$ cat src/rtl/display_timing_pkg.sv
// display_timing_pkg: shared timing descriptor, standard mode presets and decode helpers
package display_timing_pkg;
  typedef struct packed {
    int active;
    int fp;
    int sync;
    int bp;
  } timing_t;
  localparam timing_t VGA_640X480_H  = '{active: 640, fp: 16, sync: 96,  bp: 48};
  localparam timing_t VGA_640X480_V  = '{active: 480, fp: 10, sync: 2,   bp: 33};
  localparam timing_t SVGA_800X600_H = '{active: 800, fp: 40, sync: 128, bp: 88};
  localparam timing_t SVGA_800X600_V = '{active: 600, fp: 1,  sync: 4,   bp: 23};
  function automatic int total(timing_t t);
    return t.active + t.fp + t.sync + t.bp;
  endfunction
  function automatic bit in_sync(int pos, timing_t t);
    return pos >= t.active + t.fp && pos < t.active + t.fp + t.sync;
  endfunction
  function automatic bit cfg_ok(timing_t t, int cw);
    return t.active >= 1 && t.fp >= 1 && t.sync >= 1 && t.bp >= 1 &&
           longint'(total(t)) <= (longint'(1) << cw);
  endfunction
endpackage

$ cat src/rtl/timing_axis_counter.sv
// timing_axis_counter: one raster axis counter with wrap pulse and active/sync decode
module timing_axis_counter
  import display_timing_pkg::*;
#(
  parameter timing_t T  = VGA_640X480_H,
  parameter int      CW = 10
) (
  input  logic          clk,
  input  logic          reset,
  input  logic          adv,
  output logic [CW-1:0] count,
  output logic          wrap,
  output logic          active,
  output logic          sync
);
  localparam logic [CW-1:0] LAST = CW'(total(T) - 1);
  always_ff @(posedge clk)
    if (reset) count <= '0;
    else if (adv) count <= wrap ? '0 : count + CW'(1);
  always_comb begin
    wrap   = adv && count == LAST;
    active = int'(count) < T.active;
    sync   = in_sync(int'(count), T);
  end
endmodule

$ cat src/rtl/display_timing_gen.sv
// display_timing_gen: parametrised raster timing generator; DISPLAY_TIMING_FRAME_COUNT_EN adds frame_count
module display_timing_gen
  import display_timing_pkg::*;
#(
  parameter int H_ACTIVE   = 640,
  parameter int H_FP       = 16,
  parameter int H_SYNC     = 96,
  parameter int H_BP       = 48,
  parameter int V_ACTIVE   = 480,
  parameter int V_FP       = 10,
  parameter int V_SYNC     = 2,
  parameter int V_BP       = 33,
  parameter bit H_SYNC_POL = 1'b0,
  parameter bit V_SYNC_POL = 1'b0,
  parameter int CW         = 10
) (
  input  logic          clk,
  input  logic          reset,
  input  logic          pixel_en,
  output logic [CW-1:0] s_x,
  output logic [CW-1:0] s_y,
  output logic          h_sync,
  output logic          v_sync,
  output logic          data_enable,
  output logic          line_start,
`ifdef DISPLAY_TIMING_FRAME_COUNT_EN
  output logic          frame_start,
  output logic [15:0]   frame_count
`else
  output logic          frame_start
`endif
);
  localparam timing_t HT = '{active: H_ACTIVE, fp: H_FP, sync: H_SYNC, bp: H_BP};
  localparam timing_t VT = '{active: V_ACTIVE, fp: V_FP, sync: V_SYNC, bp: V_BP};
  if (!cfg_ok(HT, CW) || !cfg_ok(VT, CW)) begin : g_bad_cfg
    $error("display_timing_gen: interval < 1 or CW too narrow for H/V totals");
  end
  logic [CW-1:0] cnt_x, cnt_y;
  logic h_wrap, v_wrap, h_act, v_act, h_in_sync, v_in_sync;
  timing_axis_counter #(.T(HT), .CW(CW)) u_h (
    .clk(clk), .reset(reset), .adv(pixel_en),
    .count(cnt_x), .wrap(h_wrap), .active(h_act), .sync(h_in_sync)
  );
  timing_axis_counter #(.T(VT), .CW(CW)) u_v (
    .clk(clk), .reset(reset), .adv(h_wrap),
    .count(cnt_y), .wrap(v_wrap), .active(v_act), .sync(v_in_sync)
  );
  // outputs are the registered decode of the counters, so they trail them by one enabled cycle
  always_ff @(posedge clk)
    if (reset) begin
      s_x         <= '0;
      s_y         <= '0;
      h_sync      <= ~H_SYNC_POL;
      v_sync      <= ~V_SYNC_POL;
      data_enable <= 1'b0;
      line_start  <= 1'b0;
      frame_start <= 1'b0;
    end else if (pixel_en) begin
      s_x         <= cnt_x;
      s_y         <= cnt_y;
      h_sync      <= h_in_sync ? H_SYNC_POL : ~H_SYNC_POL;
      v_sync      <= v_in_sync ? V_SYNC_POL : ~V_SYNC_POL;
      data_enable <= h_act && v_act;
      line_start  <= cnt_x == '0;
      frame_start <= cnt_x == '0 && cnt_y == '0;
    end
`ifdef DISPLAY_TIMING_FRAME_COUNT_EN
  logic [15:0] fc_int;
  // fc_int bumps on the counter wrap; frame_count trails it to line up with frame_start
  always_ff @(posedge clk)
    if (reset) begin
      fc_int      <= '0;
      frame_count <= '0;
    end else if (pixel_en) begin
      frame_count <= fc_int;
      if (v_wrap) fc_int <= fc_int + 16'd1;
    end
`else
  logic unused_v_wrap;
  assign unused_v_wrap = v_wrap;
`endif
endmodule

$ cat config.mk
export PLATFORM = sky130hd
export DESIGN_NAME = display_timing_gen
export DESIGN_NICKNAME = d
export VERILOG_FILES = /design/src/rtl/display_timing_pkg.sv /design/src/rtl/timing_axis_counter.sv /design/src/rtl/display_timing_gen.sv
export SDC_FILE = /design/constraint.sdc
export NUM_CORES = 1
export LEC_CHECK = 0
export ABC_AREA = 0
export BUFFER_PORTS_ARGS = -buffer_cell sky130_fd_sc_hd__buf_4
export CAP_MARGIN = 20
export CELL_PAD_IN_SITES_DETAIL_PLACEMENT = 1
export CELL_PAD_IN_SITES_GLOBAL_PLACEMENT = 1
export CORE_AREA = 3 3 80 82
export DETAILED_ROUTE_END_ITERATION = 6
export DIE_AREA = 0 0 83 85
export HOLD_SLACK_MARGIN = 0.15
export PLACE_DENSITY = 0.74
export SYNTH_ARGS = -nofsm -noshare
export SYNTH_HDL_FRONTEND = slang
export SYNTH_SLANG_ARGS = --single-unit
export TNS_END_PERCENT = 10
$ cat constraint.sdc
create_clock -name clk -period 2.63 [get_ports clk]
set_input_delay 0.6575 -clock clk [delete_from_list [all_inputs] [get_ports clk]]
set_output_delay 0.6575 -clock clk [all_outputs]
set_load 0.05 [all_outputs]
==> results.md <==
Run status:
- The run finished with clean final reports.

Pwr:
- Internal power comes to 911.7 uW.
- The total net switching power is 327.8 uW.
- The post-route total power is 1240 uW.
- The part of the total power dissipated in the clock network is 36.0%.
- The logic gate share of total power is 7.4%.
- VDD sags by at most 0.2869 mV.
- For this design the ratio of total power to cell area is 531.2 mW/mm^2.
- The proportion of total power due to net switching is 26.45%.
- The power share of the sequential group is 56.6%.
- The static leakage power is 0.0009476 uW.

Clock tree:
- After clock tree synthesis, the repair step resized 0 gates.
- Hold repair after CTS inserted 0 buffers.
- After clock tree synthesis, the clock-pin slew on the worst setup and hold paths is 90 ps.
- The maximum count of clock buffers along a single path is 2.
- The number of H-tree levels is 2.
- The total clock buffers created by CTS is 5.
- The buffer cell driving the clock tree root is clkbuf_8.
- TritonCTS built the clock tree.
- The clock net in this run drives a total of 45 sinks.
- The number of post-CTS setup repair buffers is 0.
- For the worst-skew pair, the clock arrives at the later sink with an insertion delay of 310 ps.

Floorplanning:
- The floorplan die area is 0.007055 mm^2.
- The cell row count is 28.
- The number of top-level design ports is 28.
- The vertical die dimension is 85 um.
- In this run the horizontal extent of the chip is 83 um.
- In this run the standard cell core region covers 0.005816 mm^2.
- The initial utilization of the core area, before any placement, comes to 33.91%.

Placement:
- Input and output buffers added on the ports amount to 27.
- The setup slack after placement is 184.4 ps.
- The wire-length estimate of the detail-placed layout is 3205 um.
- Including well taps, the total number of placed cells is 312.
- The placer congestion estimate is 0.8189.

Layout:
- The net count of the finished layout is 251.
- In the final layout, the share of cells above drive strength 1 is 17.14%.
- The number of fill cells is 715.
- The repair_antennas step left the layout with diodes totalling 0.
- The non-filler instance count after layout is 320.
- The area growth from synthesis to layout is 18.34%.

Global routing:
- The number of global-route vias before repair came to 1612.
- Global routing finished with a remaining overflow of 0.
- The number of antenna violations at the first check in global routing is 0.
- Entering global routing, the biggest net connects 37 pins.
- The global-route wire length before repair is 7990 um.
- Global routing used 13.97% of the available tracks across all layers.

Yosys:
- The Yosys warning count is 0.
- In the synthesized netlist, the number of instances is 220.
- Summing the areas of all compound-gate instances in the mapped netlist gives 6.853% of the synthesized area.
- The number of unique standard cell types used by synthesis is 36.
- The flop and latch count out of synthesis is 45.
- The number of nets produced by synthesis is 227.
- After Yosys synthesis, and, or, nand and nor cells account for 25.19% of the synthesized area.
- The post-synthesis xor/xnor area fraction is 3.553%.
- The combinational family with the most area after synthesis is simple AND/OR/NAND/NOR gates.
- The sequential area share after synthesis is 45.69%.
- The adder and majority gate portion of the synthesized area is 2.538%.
- The mapped cell area is 0.001972 mm^2.
- The multiplexer share of the synthesized area is 11.68%.
- The mean instance size in the synthesized netlist is 8.963 um^2.

Setup path:
- In this design, the stage delay of the slowest critical-path cell is 590 ps.
- For flop-to-flop paths, the worst setup slack is 420 ps.
- The signal on the critical path passes through or4b_4 -> or3_1 -> or4b_1 -> a21oi_1.
- STA classifies the critical path endpoint as a register.
- The required time of the critical path is 2870 ps.
- The setup path with the least slack is of type register to register.
- The highest fanout seen on the critical path is 9.
- The type of element launching the critical path is a register.
- Data arrives at the worst endpoint at 2450 ps.
- The number of cells on the worst reg-to-reg path is 4.
- The worst register-to-register path begins at u_h.count[5].
- The endpoint of the lowest-slack register-to-register path is u_v.count[4].
- On the critical path, the stage with the largest delay is an instance of or4b_4.

STA:
- Summed over all failing endpoints, the final setup total negative slack is 0 ps.
- The headroom to the max-slew limit is 67.70%.
- The peak clock frequency supported by timing is 451.9 MHz.
- Dividing the final minimum period by the clock period gives 84.14%.
- The setup-violating endpoint count in the final report is 0.
- The final hold violation count is 0.
- Across the routed clock network, the largest skew measured is 6.952 ps.
- Setup repair after global routing left no endpoint under its margin.
- At the pin with the least slew margin, the transition time is 480.0 ps.
- Once routing completed, OpenROAD measured the worst setup slack at 417.0 ps.
- The number of slew-limit violations in the final report is 0.
- The clock period minus worst slack is 2213 ps.

Detailed routing:
- Wires add up to 4696 um.
- The number of DRC markers after the initial detailed-route iteration is 93.
- Using the TritonRoute via totals, the vias-per-cell ratio works out to 5.113.
- In the final routed layout, each cell accounts on average for 14.68 um.
- The detail route stage leaves a number of antenna-violating nets equal to 0.
- The iteration count of the initial detailed-routing pass is 4.
- The remaining routing DRC violations is 0.
- Across all layers, the routed design uses 1636 vias.

Worst hold path:
- In this run the worst hold path is classified as register to register.
- The worst hold path begins at frame_start.
- The endpoint of the worst hold path is frame_start.
- The number of stages on the worst hold path is 2.

Job:
- Across the run, the number of max-cap violations was 0.
[per-stage QoR]
stage / hold WS (ps) / utilization [%] / cell area [um^2]
floorplan: 473.1 / - / 1972
global placement: 463.0 / 38.58 / 2243
detailed placement: 465.6 / 38.58 / 2243
CTS: 481.6 / 40.12 / 2333
global route: 516.7 / 40.12 / 2333
finish: 476.9 / 40.12 / 2333
[logic make-up (layout without fill, tap and decap cells)]
| kind of cell | count (synthesis) | after routing |
|---|---|---|
| XOR/XNOR | 8 | 8 |
| flip-flops | 45 | 45 |
| AO/OA/AOI/OAI | 23 | 23 |
| buffers and inverters | 23 | 48 |
| AND/OR/NAND/NOR | 94 | 94 |
| adder cells (fa/ha/maj) | 4 | 4 |
| multiplexers | 23 | 23 |
[metal layers]
layer / track usage, % / vias to the layer above / wire (um) / part of all wire, %
li1: - / 818 / - / -
met3: 3.883 / 8 / 156 / 3.3
met4: 6.092 / 0 / 112 / 2.4
met1: 17.65 / 785 / 2277 / 48
met5: 0 / - / 0 / 0
met2: 22.38 / 25 / 2150 / 46
[power groups by stage]
| stage | combinational [uW] | sequential [uW] | clock, uW |
|---|---|---|---|
| after floorplan | 50.0 | 734 | 0 |
| after global placement | 92.0 | 717 | 0 |
| after detailed placement | 92.7 | 718 | 0 |
| after CTS | 93.5 | 702 | 470 |
| after global routing | 99.9 | 704 | 501 |
| final | 92.2 | 702 | 446 |
[worst max-delay path, delay by kind of cell (launching register included)]
family	cells	cell delay (ps)
AO/OA/AOI/OAI	1	140
flip-flops	1	390
AND/OR/NAND/NOR	3	1600
[flip-flops by register name (all words and copies together) (netlist names)]
signal,flops
h_sync,1
v_sync,1
s_x,10
line_start,1
u_v.count,10
u_h.count,10
data_enable,1
s_y,10
frame_start,1
[cells in the final DEF (no fill, tap or decap), drive strengths merged, types with 3 or more instances in the layout]
cell	Yosys	routed
dfxtp	45	45
nor2	32	32
buf	4	31
mux2i	23	23
nand3	11	11
a21oi	10	10
inv	9	10
nand2	9	9
nand4	7	7
or3	7	7
o21ai	6	6
xor2	5	5
nand2b	5	5
clkbuf	10	5
nor4	4	4
nor3	4	4
ha	4	4
xnor2	3	3
[cells in the mapped netlist (all sizes together)]
master	n	area, um^2
a31oi	1	6.260
o21ai	6	30.03
nand4	7	43.79
xnor2	3	26.28
o31ai	2	15.01
clkbuf	10	37.54
or4	2	15.01
nand4b	1	8.760
a21o	1	7.510
nand4bb	1	11.26
xor2	5	43.79
nor3	4	20.02
nor4	4	25.02
and3	2	12.51
nand2b	5	31.28
o32ai	1	8.760
and3b	1	8.760
nor3b	1	7.510
nand2	9	33.78
nand3	11	55.05
a21oi	10	50.05
mux2i	23	230.2
dfxtp	45	900.9
a31o	1	8.760
and4	2	17.52
or3	7	43.79
buf	4	17.52
or4b	2	23.77
o41ai	1	8.760
inv	9	33.78
nor2b	2	12.51
ha	4	50.05
nor2	32	120.1
or2	1	6.260
[worst max path at each step]
stage,depth (start not counted),start,slack [ps],end
after global placement,5,pixel_en,220,u_v.count[4]
after global routing,4,u_h.count[5],340,u_v.count[4]
final,4,u_h.count[5],420,u_v.count[4]
after CTS,4,u_h.count[5],420,u_v.count[4]
after detailed placement,5,pixel_en,180,u_v.count[4]
after floorplan,6,pixel_en,220,u_v.count[4]
[layout make-up]
class	instances	area (um^2)	area share, %
sequential	45	900.9	38.61
timing repair buffer	31	232.7	9.973
inverter	9	33.78	1.448
tap	75	93.84	4.021
clock buffer	5	68.82	2.949
multi-input combinational	152	982.2	42.09
clock inverter	3	21.27	0.9115
Note: power is estimated with default switching activity, not from simulation.
